==> config.mk <==
export PLATFORM = sky130hd
export DESIGN_NAME = l2_tlb_ram_ctrl_flat
export DESIGN_NICKNAME = d
export VERILOG_FILES = /design/src/rtl/l2_tlb_pkg.sv /design/src/rtl/l2_tlb_ram_ctrl_if.sv /design/src/rtl/l2_tlb_flush_sweeper.sv /design/src/rtl/l2_tlb_ram_ctrl.sv /design/src/flat_wrapper.sv
export SDC_FILE = /design/constraint.sdc
export NUM_CORES = 1
export LEC_CHECK = 0
export CAP_MARGIN = 20
export CORE_MARGIN = 5
export CORE_UTILIZATION = 33
export CTS_CLUSTER_DIAMETER = 120
export DETAILED_ROUTE_END_ITERATION = 10
export PLACE_DENSITY = 0.77
export SYNTH_ARGS = -nofsm -noshare
export SYNTH_HDL_FRONTEND = slang
export SYNTH_SLANG_ARGS = --single-unit
==> constraint.sdc <==
create_clock -name clock -period 3.8 [get_ports clock]
set_input_delay 0.38 -clock clock [delete_from_list [all_inputs] [get_ports clock]]
set_output_delay 0.38 -clock clock [all_outputs]
set_load 0.05 [all_outputs]
==> src/rtl/l2_tlb_pkg.sv <==
// Shared widths, entry layout and controller state encoding for the L2 TLB RAM controller.
package l2_tlb_pkg;

  localparam int unsigned ENTRIES = 1024;
  localparam int unsigned IDX_W   = $clog2(ENTRIES);
  localparam int unsigned TAG_W   = 17;
  localparam int unsigned DATA_W  = 26;
  localparam int unsigned ENTRY_W = 1 + TAG_W + DATA_W;

  // Valid bit sits at the MSB of the SRAM word.
  typedef struct packed {
    logic              valid;
    logic [TAG_W-1:0]  tag;
    logic [DATA_W-1:0] data;
  } l2_tlb_entry_t;

  typedef enum logic {
    FLUSH = 1'b0,
    IDLE  = 1'b1
  } state_e;

  function automatic l2_tlb_entry_t make_entry(input logic [TAG_W-1:0]  tag,
                                               input logic [DATA_W-1:0] data);
    l2_tlb_entry_t e;
    e.valid = 1'b1;
    e.tag   = tag;
    e.data  = data;
    return e;
  endfunction

endpackage

==> src/rtl/l2_tlb_ram_ctrl_if.sv <==
// Upstream lookup/refill/flush handshakes plus the SRAM port, bundled for the controller.
interface l2_tlb_ram_ctrl_if;
  import l2_tlb_pkg::*;

  logic               req_valid;
  logic               req_ready;
  logic [IDX_W-1:0]   req_index;
  logic [TAG_W-1:0]   req_tag;

  logic               resp_valid;
  logic               resp_ready;
  logic               resp_hit;
  logic [DATA_W-1:0]  resp_data;

  logic               refill_valid;
  logic               refill_ready;
  logic [IDX_W-1:0]   refill_index;
  logic [TAG_W-1:0]   refill_tag;
  logic [DATA_W-1:0]  refill_data;

  logic               flush_req;
  logic               flush_busy;

  logic [IDX_W-1:0]   ram_addr;
  logic               ram_en;
  logic               ram_wmode;
  logic [ENTRY_W-1:0] ram_wdata;
  logic [ENTRY_W-1:0] ram_rdata;

  // Controller side.
  modport slave (
    input  req_valid, req_index, req_tag,
    output req_ready,
    output resp_valid, resp_hit, resp_data,
    input  resp_ready,
    input  refill_valid, refill_index, refill_tag, refill_data,
    output refill_ready,
    input  flush_req,
    output flush_busy,
    output ram_addr, ram_en, ram_wmode, ram_wdata,
    input  ram_rdata
  );

  // Requester / SRAM side.
  modport master (
    output req_valid, req_index, req_tag,
    input  req_ready,
    input  resp_valid, resp_hit, resp_data,
    output resp_ready,
    output refill_valid, refill_index, refill_tag, refill_data,
    input  refill_ready,
    output flush_req,
    input  flush_busy,
    input  ram_addr, ram_en, ram_wmode, ram_wdata,
    output ram_rdata
  );

endinterface

==> src/rtl/l2_tlb_flush_sweeper.sv <==
// Row counter for the invalidate sweep; flags the cycle that writes the last row.
module l2_tlb_flush_sweeper
  import l2_tlb_pkg::*;
(
  input  logic             clock,
  input  logic             reset,
  input  logic             i_active,
  output logic [IDX_W-1:0] o_idx,
  output logic             o_busy,
  output logic             o_done
);

  logic [IDX_W-1:0] r_idx;

  // Wraps to zero after the last row, so the next sweep starts clean.
  always_ff @(posedge clock or posedge reset) begin
    if (reset) begin
      r_idx <= '0;
    end else if (i_active) begin
      r_idx <= r_idx + 1'b1;
    end
  end

  assign o_idx  = r_idx;
  assign o_busy = i_active;
  assign o_done = i_active && (r_idx == IDX_W'(ENTRIES - 1));

endmodule

==> src/rtl/l2_tlb_ram_ctrl.sv <==
// L2 TLB single-port SRAM controller: flush sweep, refill writes, lookups with registered
// tag compare and a held response.
module l2_tlb_ram_ctrl
  import l2_tlb_pkg::*;
(
  input logic                clock,
  input logic                reset,
  l2_tlb_ram_ctrl_if.slave   io_bus
);

  state_e r_state;
  state_e w_state_next;

  logic             w_flushing;
  logic [IDX_W-1:0] w_sweep_idx;
  logic             w_sweep_busy;
  logic             w_sweep_done;

  logic             w_req_ready;
  logic             w_req_fire;

  logic               w_ram_en;
  logic               w_ram_wmode;
  logic [IDX_W-1:0]   w_ram_addr;
  logic [ENTRY_W-1:0] w_ram_wdata;

  logic             r_s1_valid;
  logic [TAG_W-1:0] r_s1_tag;

  l2_tlb_entry_t    w_rd_entry;
  logic             w_hit;

  logic              r_resp_valid;
  logic              r_resp_hit;
  logic [DATA_W-1:0] r_resp_data;

  always_ff @(posedge clock or posedge reset) begin
    if (reset) begin
      r_state <= FLUSH;
    end else begin
      r_state <= w_state_next;
    end
  end

  // A flush request during a sweep is absorbed rather than restarting it.
  always_comb begin
    w_state_next = r_state;
    unique case (r_state)
      FLUSH: if (w_sweep_done) w_state_next = IDLE;
      IDLE:  if (io_bus.flush_req) w_state_next = FLUSH;
      default: w_state_next = FLUSH;
    endcase
  end

  assign w_flushing = (r_state == FLUSH);

  l2_tlb_flush_sweeper u_sweeper (
    .clock    (clock),
    .reset    (reset),
    .i_active (w_flushing),
    .o_idx    (w_sweep_idx),
    .o_busy   (w_sweep_busy),
    .o_done   (w_sweep_done)
  );

  // One lookup outstanding at a time; refill pre-empts the read port.
  assign w_req_ready = (r_state == IDLE) && !io_bus.refill_valid && !r_s1_valid &&
                       (!r_resp_valid || io_bus.resp_ready);
  assign w_req_fire  = io_bus.req_valid && w_req_ready;

  always_comb begin
    w_ram_en    = 1'b0;
    w_ram_wmode = 1'b0;
    w_ram_addr  = '0;
    w_ram_wdata = '0;
    if (w_sweep_busy) begin
      w_ram_en    = 1'b1;
      w_ram_wmode = 1'b1;
      w_ram_addr  = w_sweep_idx;
    end else if (io_bus.refill_valid) begin
      w_ram_en    = 1'b1;
      w_ram_wmode = 1'b1;
      w_ram_addr  = io_bus.refill_index;
      w_ram_wdata = make_entry(io_bus.refill_tag, io_bus.refill_data);
    end else if (w_req_fire) begin
      w_ram_en    = 1'b1;
      w_ram_addr  = io_bus.req_index;
    end
  end

  always_ff @(posedge clock or posedge reset) begin
    if (reset) begin
      r_s1_valid <= 1'b0;
      r_s1_tag   <= '0;
    end else begin
      r_s1_valid <= w_req_fire;
      if (w_req_fire) begin
        r_s1_tag <= io_bus.req_tag;
      end
    end
  end

  assign w_rd_entry = l2_tlb_entry_t'(io_bus.ram_rdata);
  assign w_hit      = w_rd_entry.valid && (w_rd_entry.tag == r_s1_tag);

  // s1 only completes into an empty (or draining) response slot, guaranteed by w_req_ready.
  always_ff @(posedge clock or posedge reset) begin
    if (reset) begin
      r_resp_valid <= 1'b0;
      r_resp_hit   <= 1'b0;
      r_resp_data  <= '0;
    end else if (r_s1_valid) begin
      r_resp_valid <= 1'b1;
      r_resp_hit   <= w_hit;
      r_resp_data  <= w_hit ? w_rd_entry.data : '0;
    end else if (r_resp_valid && io_bus.resp_ready) begin
      r_resp_valid <= 1'b0;
      r_resp_hit   <= 1'b0;
      r_resp_data  <= '0;
    end
  end

  assign io_bus.req_ready    = w_req_ready;
  assign io_bus.resp_valid   = r_resp_valid;
  assign io_bus.resp_hit     = r_resp_hit;
  assign io_bus.resp_data    = r_resp_data;
  assign io_bus.refill_ready = !w_sweep_busy;
  assign io_bus.flush_busy   = w_sweep_busy;

  assign io_bus.ram_en    = w_ram_en && !reset;
  assign io_bus.ram_wmode = w_ram_wmode;
  assign io_bus.ram_addr  = w_ram_addr;
  assign io_bus.ram_wdata = w_ram_wdata;

endmodule

==> src/flat_wrapper.sv <==
// flat-port wrapper written by rule: the top's interface ports become plain ports
module l2_tlb_ram_ctrl_flat import l2_tlb_pkg::*;
  (clock, reset, io_bus_req_valid, io_bus_req_index, io_bus_req_tag, io_bus_req_ready, io_bus_resp_valid, io_bus_resp_hit, io_bus_resp_data, io_bus_resp_ready, io_bus_refill_valid, io_bus_refill_index, io_bus_refill_tag, io_bus_refill_data, io_bus_refill_ready, io_bus_flush_req, io_bus_flush_busy, io_bus_ram_addr, io_bus_ram_en, io_bus_ram_wmode, io_bus_ram_wdata, io_bus_ram_rdata);
  l2_tlb_ram_ctrl_if io_bus_i ();
  input logic clock;
  input logic reset;
  input wire logic [$bits(io_bus_i.req_valid)-1:0] io_bus_req_valid;
  input wire logic [$bits(io_bus_i.req_index)-1:0] io_bus_req_index;
  input wire logic [$bits(io_bus_i.req_tag)-1:0] io_bus_req_tag;
  output wire logic [$bits(io_bus_i.req_ready)-1:0] io_bus_req_ready;
  output wire logic [$bits(io_bus_i.resp_valid)-1:0] io_bus_resp_valid;
  output wire logic [$bits(io_bus_i.resp_hit)-1:0] io_bus_resp_hit;
  output wire logic [$bits(io_bus_i.resp_data)-1:0] io_bus_resp_data;
  input wire logic [$bits(io_bus_i.resp_ready)-1:0] io_bus_resp_ready;
  input wire logic [$bits(io_bus_i.refill_valid)-1:0] io_bus_refill_valid;
  input wire logic [$bits(io_bus_i.refill_index)-1:0] io_bus_refill_index;
  input wire logic [$bits(io_bus_i.refill_tag)-1:0] io_bus_refill_tag;
  input wire logic [$bits(io_bus_i.refill_data)-1:0] io_bus_refill_data;
  output wire logic [$bits(io_bus_i.refill_ready)-1:0] io_bus_refill_ready;
  input wire logic [$bits(io_bus_i.flush_req)-1:0] io_bus_flush_req;
  output wire logic [$bits(io_bus_i.flush_busy)-1:0] io_bus_flush_busy;
  output wire logic [$bits(io_bus_i.ram_addr)-1:0] io_bus_ram_addr;
  output wire logic [$bits(io_bus_i.ram_en)-1:0] io_bus_ram_en;
  output wire logic [$bits(io_bus_i.ram_wmode)-1:0] io_bus_ram_wmode;
  output wire logic [$bits(io_bus_i.ram_wdata)-1:0] io_bus_ram_wdata;
  input wire logic [$bits(io_bus_i.ram_rdata)-1:0] io_bus_ram_rdata;
  assign io_bus_i.req_valid = io_bus_req_valid;
  assign io_bus_i.req_index = io_bus_req_index;
  assign io_bus_i.req_tag = io_bus_req_tag;
  assign io_bus_req_ready = io_bus_i.req_ready;
  assign io_bus_resp_valid = io_bus_i.resp_valid;
  assign io_bus_resp_hit = io_bus_i.resp_hit;
  assign io_bus_resp_data = io_bus_i.resp_data;
  assign io_bus_i.resp_ready = io_bus_resp_ready;
  assign io_bus_i.refill_valid = io_bus_refill_valid;
  assign io_bus_i.refill_index = io_bus_refill_index;
  assign io_bus_i.refill_tag = io_bus_refill_tag;
  assign io_bus_i.refill_data = io_bus_refill_data;
  assign io_bus_refill_ready = io_bus_i.refill_ready;
  assign io_bus_i.flush_req = io_bus_flush_req;
  assign io_bus_flush_busy = io_bus_i.flush_busy;
  assign io_bus_ram_addr = io_bus_i.ram_addr;
  assign io_bus_ram_en = io_bus_i.ram_en;
  assign io_bus_ram_wmode = io_bus_i.ram_wmode;
  assign io_bus_ram_wdata = io_bus_i.ram_wdata;
  assign io_bus_i.ram_rdata = io_bus_ram_rdata;
  l2_tlb_ram_ctrl u_core (.clock(clock), .reset(reset), .io_bus(io_bus_i));
endmodule
==> flow_metrics.env, run 1 <==
export IMPL_layout_nets=644
export IMPL_postCtsResizedCells=0
export IMPL_synthAdderAreaFrac=0.00406
export IMPL_vias_per_cell=4.91
export IMPL_muxShareOfSynthArea=0.0779
export IMPL_max_cap_violations=0
export IMPL_clock_path_buffers=2
export IMPL_grt_overflow_total=0
export IMPL_tightestPinTransition_ns=0.730
export IMPL_final_area_mm2=0.00556
export IMPL_drt_iter0_drc=90
export IMPL_fillers=753
export IMPL_finalSetupTns_ns=0
export IMPL_wirelength_um=11500
export IMPL_core_mm2=0.00915
export IMPL_syn_nets=429
export IMPL_cts_num_sinks=57
export IMPL_io_pins=217
export IMPL_hold_path_class="reg2reg"
export IMPL_ys_seq_elements=57
export IMPL_layout_commonest_cell="clkdlybuf4s50_1"
export IMPL_wl_per_cell_um=18.3
export IMPL_dpl_cell_area_mm2=0.00534
export IMPL_cp_slowest_cell="clkdlybuf4s50_1"
export IMPL_synth_simple_area_share=0.220
export IMPL_synth_distinct_cells=32
export IMPL_cts_root_buf="clkbuf_8"
export IMPL_slew_violations=0
export IMPL_grt_pass1_wl_um=17800
export IMPL_rsz0062_at_grt="no"
export IMPL_status="finished clean"
export IMPL_ys_seq_area_frac=0.463
export IMPL_leakage_nw=2.48
export IMPL_max_stage_delay_ns=0.89
export IMPL_cts_tree="done"
export IMPL_synth_compound_area_frac=0.116
export IMPL_period_share=0.727
export IMPL_netlist_area_mm2=0.00308
export IMPL_worstSkewPairLatency_ns=0.33
export IMPL_drive_gt1_frac=0.151
export IMPL_gp_congestion=0.843
export IMPL_synthCells=298
export IMPL_setup_viol=0
export IMPL_grt_max_degree=58
export IMPL_crit_required_ns=3.42
export IMPL_synth_xor_area_share=0.0739
export IMPL_htree_levels=3
export IMPL_post_route_min_period_ns=2.76
export IMPL_antenna_found_initial=1
export IMPL_area_growth_pct=80.2
export IMPL_die_area_mm2=0.0114
export IMPL_hold_viol=0
export IMPL_vias=3093
export IMPL_clk_pin_slew_ns=0.07
export IMPL_p_total_mw=1.87
export IMPL_critical_path_top_delay_family="buffers and inverters"
export IMPL_synth_top_family_by_area="simple AND/OR/NAND/NOR gates"
export IMPL_skew_ns=0.00679
export IMPL_crit_path_start_kind="register"
export IMPL_hpwl_um=9390
export IMPL_port_buffers=216
export IMPL_ant_nets=0
export IMPL_irDropWorstVdd_mv=0.183
export IMPL_syn_area_per_cell_um2=10.3
export IMPL_numCtsBuffers=9
export IMPL_relSlewSlack=0.513
export IMPL_gr_usage_all_layers=0.207
export IMPL_drtPass1Iterations=4
export IMPL_ys_warn_count=0
export IMPL_final_cell_mix="clkdlybuf4s50_1, nand2_1, dfrtp_1"
export IMPL_path_cells="nand2b_4, a211oi_4, clkdlybuf4s50_1"
export IMPL_fp_dieH_um=107
export IMPL_arrival_ns=2.38
export IMPL_whs_ns=0.469
export IMPL_die_x_um=107
export IMPL_fmax_ghz=0.362
export IMPL_postCtsSetupRepairBufs=0
export IMPL_initial_core_util=0.337
export IMPL_crit_fanout=9
export IMPL_drc=0
export IMPL_grt_pass1_vias=3362
export IMPL_rows=35
export IMPL_holdBufCountCts=0
export IMPL_cp_end_kind="output port"
export IMPL_path_buf_inv=1
export IMPL_p_per_area_mw_per_mm2=337
export IMPL_worst_setup_path_type="reg2out"
==> state kept, by name, indices dropped and copies added (netlist names) <==
register                  flops
u_core.r_state                1
u_core.io_bus.resp_hit        1
u_core.io_bus.resp_data      26
u_core.u_sweeper.o_idx       10
u_core.io_bus.resp_valid      1
u_core.r_s1_tag              17
u_core.r_s1_valid             1
==> synth_stat cells (all sizes together) <==
cell    count  area [um2]
nand2      59         229
dfrtp      57        1430
and3       51         319
o21ai      29         220
xnor2      21         184
mux2       18         240
clkbuf     13        48.8
a221o       9        90.1
nand4       6        37.5
buf         5        67.6
inv         5        18.8
xor2        5        43.8
nand3       3        15.0
nor2        3        11.3
a21o        2        15.0
and2        2        12.5
nor2b       2        12.5
a211oi      1        20.0
a21oi       1        5.00
clkinv      1        3.75
ha          1        12.5
nand2b      1        13.8
nor4        1        21.3
o21a        1        7.51
or4         1        7.51
==> cell type report <==
type | count | area (um2) | area share
timing repair buffer | 222 | 2230 | 0.402
clock buffer | 10 | 128 | 0.0230
antenna | 1 | 2.50 | 0.000450
sequential | 57 | 1430 | 0.257
clock inverter | 6 | 82.6 | 0.0149
tap | 111 | 139 | 0.0250
multi-input combinational | 217 | 1520 | 0.274
inverter | 6 | 22.5 | 0.00405
==> path summary, 6_finish.rpt <==
kind | start | cells past startpoint | slack [ns] | endpoint
worst max-delay path | u_core.r_state | 3 | 1.04 | io_bus_req_ready
worst min-delay path | u_core.u_sweeper.o_idx[2] | 1 | 0.47 | u_core.u_sweeper.o_idx[2]
worst max register to register | u_core.r_state | 5 | 1.71 | u_core.r_s1_tag[15]
worst min register to register | u_core.u_sweeper.o_idx[2] | 1 | 0.47 | u_core.u_sweeper.o_idx[2]
max in group asynchronous | reset | 3 | 2.70 | u_core.u_sweeper.o_idx[4]
min in group asynchronous | reset | 3 | 0.63 | u_core.r_s1_tag[6]
==> kinds of logic after synthesis <==
group / Yosys count
adder cells (fa/ha/maj): 1
XOR/XNOR: 26
AO/OA/AOI/OAI: 43
buffers and inverters: 24
AND/OR/NAND/NOR: 129
flip-flops: 57
multiplexers: 18
==> stage by stage <==
stage | cells | setup slack, ns | util
floorplan | 298 | 0.985 | -
global placement | 612 | 1.08 | 0.582
detailed placement | 613 | 1.07 | 0.584
CTS | 629 | 0.992 | 0.607
global route | 630 | 0.878 | 0.607
finish | 630 | 1.04 | 0.607
==> per-layer routing <==
layer / wire, um / GRT usage
met1: 3930 / 0.202
met2: 6190 / 0.387
met3: 1000 / 0.0734
met4: 412 / 0.0959
met5: 0 / 0
==> power by group <==
group / switching [mW] / internal [mW]
Combinational: 0.256 / 0.292
Sequential: 0.0561 / 0.659
Clock: 0.246 / 0.366
No activity file was read; power rests on OpenSTA's default activity.
==> run 2: changes to the inputs <==
==> constraint.sdc (replaced) <==
create_clock -name clock -period 2.9 [get_ports clock]
set_input_delay 0.29 -clock clock [delete_from_list [all_inputs] [get_ports clock]]
set_output_delay 0.29 -clock clock [all_outputs]
set_load 0.05 [all_outputs]
==> run 2 against run 1 <==
  * Design area is 0.90% higher
  * Routed wire length is 0.48% lower
  * Setup slack worse by 0.71 ns
  * First-iteration DRC count is 30% higher
  * Largest power group unchanged
==> flow_metrics.env, run 2 (same netlist as run 1, synthesis figures left out) <==
export IMPL_numCtsBuffers=9
export IMPL_fmax_ghz=0.389
export IMPL_postCtsResizedCells=0
export IMPL_p_switching_mw=0.733
export IMPL_grt_pass1_wl_um=17400
export IMPL_hpwl_um=9380
export IMPL_ff_latch_area_mm2=0.00143
export IMPL_initial_core_util=0.337
export IMPL_worstSkewPairLatency_ns=0.33
export IMPL_gp_congestion=0.829
export IMPL_multi_input_area_mm2=0.00152
export IMPL_ant_nets=0
export IMPL_p_seq_frac=0.379
export IMPL_antenna_cells=0
export IMPL_fin_util=0.613
export IMPL_wl_per_cell_um=18.3
export IMPL_final_cell_mix="clkdlybuf4s50_1, nand2_1, dfrtp_1"
export IMPL_cp_slowest_cell="a211oi_4"
export IMPL_relSlewSlack=0.515
export IMPL_core_mm2=0.00915
export IMPL_final_area_mm2=0.00561
export IMPL_hold_path_class="reg2reg"
export IMPL_comb_power_share=0.337
export IMPL_wirelength_um=11500
export IMPL_die_x_um=107
export IMPL_clk_pin_slew_ns=0.06
export IMPL_crit_path_start_kind="input port"
export IMPL_rsz0062_at_grt="no"
export IMPL_layout_nets=644
export IMPL_post_route_min_period_ns=2.57
export IMPL_setup_viol=0
export IMPL_worst_setup_path_type="in2out"
export IMPL_cts_num_sinks=57
export IMPL_vias_per_cell=4.89
export IMPL_p_per_area_mw_per_mm2=442
export IMPL_dpl_cell_area_mm2=0.00542
export IMPL_slew_violations=0
export IMPL_period_share=0.887
export IMPL_holdBufCountCts=0
export IMPL_hold_viol=0
export IMPL_crit_fanout=14
export IMPL_critical_path_top_delay_family="buffers and inverters"
export IMPL_io_pins=217
export IMPL_grt_overflow_total=0
export IMPL_layout_commonest_cell="clkdlybuf4s50_1"
export IMPL_htree_levels=3
export IMPL_drt_iter0_drc=117
export IMPL_gr_usage_all_layers=0.202
export IMPL_clock_power_share=0.284
export IMPL_cp_end_kind="output port"
export IMPL_max_stage_delay_ns=0.48
export IMPL_tightestPinTransition_ns=0.727
export IMPL_fillers=767
export IMPL_drc=0
export IMPL_max_cap_violations=0
export IMPL_swShare=0.296
export IMPL_vias=3068
export IMPL_path_cells="clkdlybuf4s50_1, nand2b_4, a211oi_4, nand2_4, inv_2, a221o_1, buf_12"
export IMPL_fp_dieH_um=107
export IMPL_arrival_ns=2.28
export IMPL_antenna_found_initial=0
export IMPL_cts_tree="done"
export IMPL_die_area_mm2=0.0114
export IMPL_cts_root_buf="clkbuf_8"
export IMPL_area_growth_pct=81.9
export IMPL_largest_reg_flops=26
export IMPL_port_buffers=216
export IMPL_regToRegSetupSlack_ns=0.94
export IMPL_p_int_mw=1.74
export IMPL_skew_ns=0.0122
export IMPL_drtPass1Iterations=4
export IMPL_finalSetupTns_ns=0
export IMPL_postCtsSetupRepairBufs=0
export IMPL_status="finished clean"
export IMPL_clock_path_buffers=2
export IMPL_irDropWorstVdd_mv=0.294
export IMPL_drive_gt1_frac=0.236
export IMPL_leakage_nw=2.62
export IMPL_rows=35
export IMPL_crit_required_ns=2.61
export IMPL_path_buf_inv=3
export IMPL_grt_max_degree=58
export IMPL_grt_pass1_vias=3341
## run 2: cell count changes in the layout (fill, tap and decap cells not counted)
cell and change:
clkbuf_8 +1, buf_4 +30, buf_12 +16, buf_8 -1
diode_2 -1, clkdlybuf4s50_1 -45, bufinv_16 -1, clkinvlp_4 -1
clkbuf_1 -1
## run 2: per-stage QoR
stage          hold slack (ns)  total power, mW  instances  setup slack [ns]
2_1_floorplan            0.386             1.33        298             0.175
3_3_place_gp             0.451             1.77        613             0.342
3_5_place_dp             0.465             1.79        613             0.279
4_1_cts                  0.479             2.50        627             0.282
5_1_grt                  0.499             2.59        627             0.165
6_report                 0.475             2.48        627             0.327
## run 2: path summary, 6_finish.rpt
check	to	cells after the start	startpoint
max	io_bus_ram_addr[2]	7	io_bus_refill_valid
min	u_core.io_bus.resp_data[9]	2	u_core.io_bus.resp_data[9]
max reg2reg	u_core.r_s1_tag[13]	5	u_core.r_state
min reg2reg	u_core.io_bus.resp_data[9]	2	u_core.io_bus.resp_data[9]
max in group asynchronous	u_core.io_bus.resp_data[1]	3	reset
min in group asynchronous	u_core.u_sweeper.o_idx[6]	3	reset
## run 2: cell type report
| class | instances | area share |
|---|---|---|
| Clock buffer | 10 | 0.0245 |
| Clock inverter | 4 | 0.00803 |
| Inverter | 6 | 0.00402 |
| Multi-Input combinational cell | 217 | 0.271 |
| Sequential cell | 57 | 0.254 |
| Tap cell | 111 | 0.0248 |
| Timing Repair Buffer | 222 | 0.413 |
## run 2: routing by layer
metal	global-route usage	wire (um)	share of wire	vias up
met2	0.382	6260	0.55	150
met3	0.0674	1030	0.090	24
li1	-	-	-	1461
met1	0.198	3800	0.33	1433
met4	0.0858	378	0.033	0
met5	0	0	0	-
## run 2: worst reg2reg max path, stage by stage, from the launching register on
cell and delay (ns):
dfrtp_1 0.41, nand2b_4 0.10, a211oi_4 0.48, nand2_4 0.26
inv_2 0.24, mux2_2 0.36
## run 2: power groups by stage
stage / clock, mW / combinational [mW] / sequential, mW
finish: 0.704 / 0.833 / 0.939
global route: 0.757 / 0.879 / 0.950
CTS: 0.724 / 0.842 / 0.939
detailed placement: 0 / 0.840 / 0.952
global placement: 0 / 0.823 / 0.950
floorplan: 0 / 0.401 / 0.931
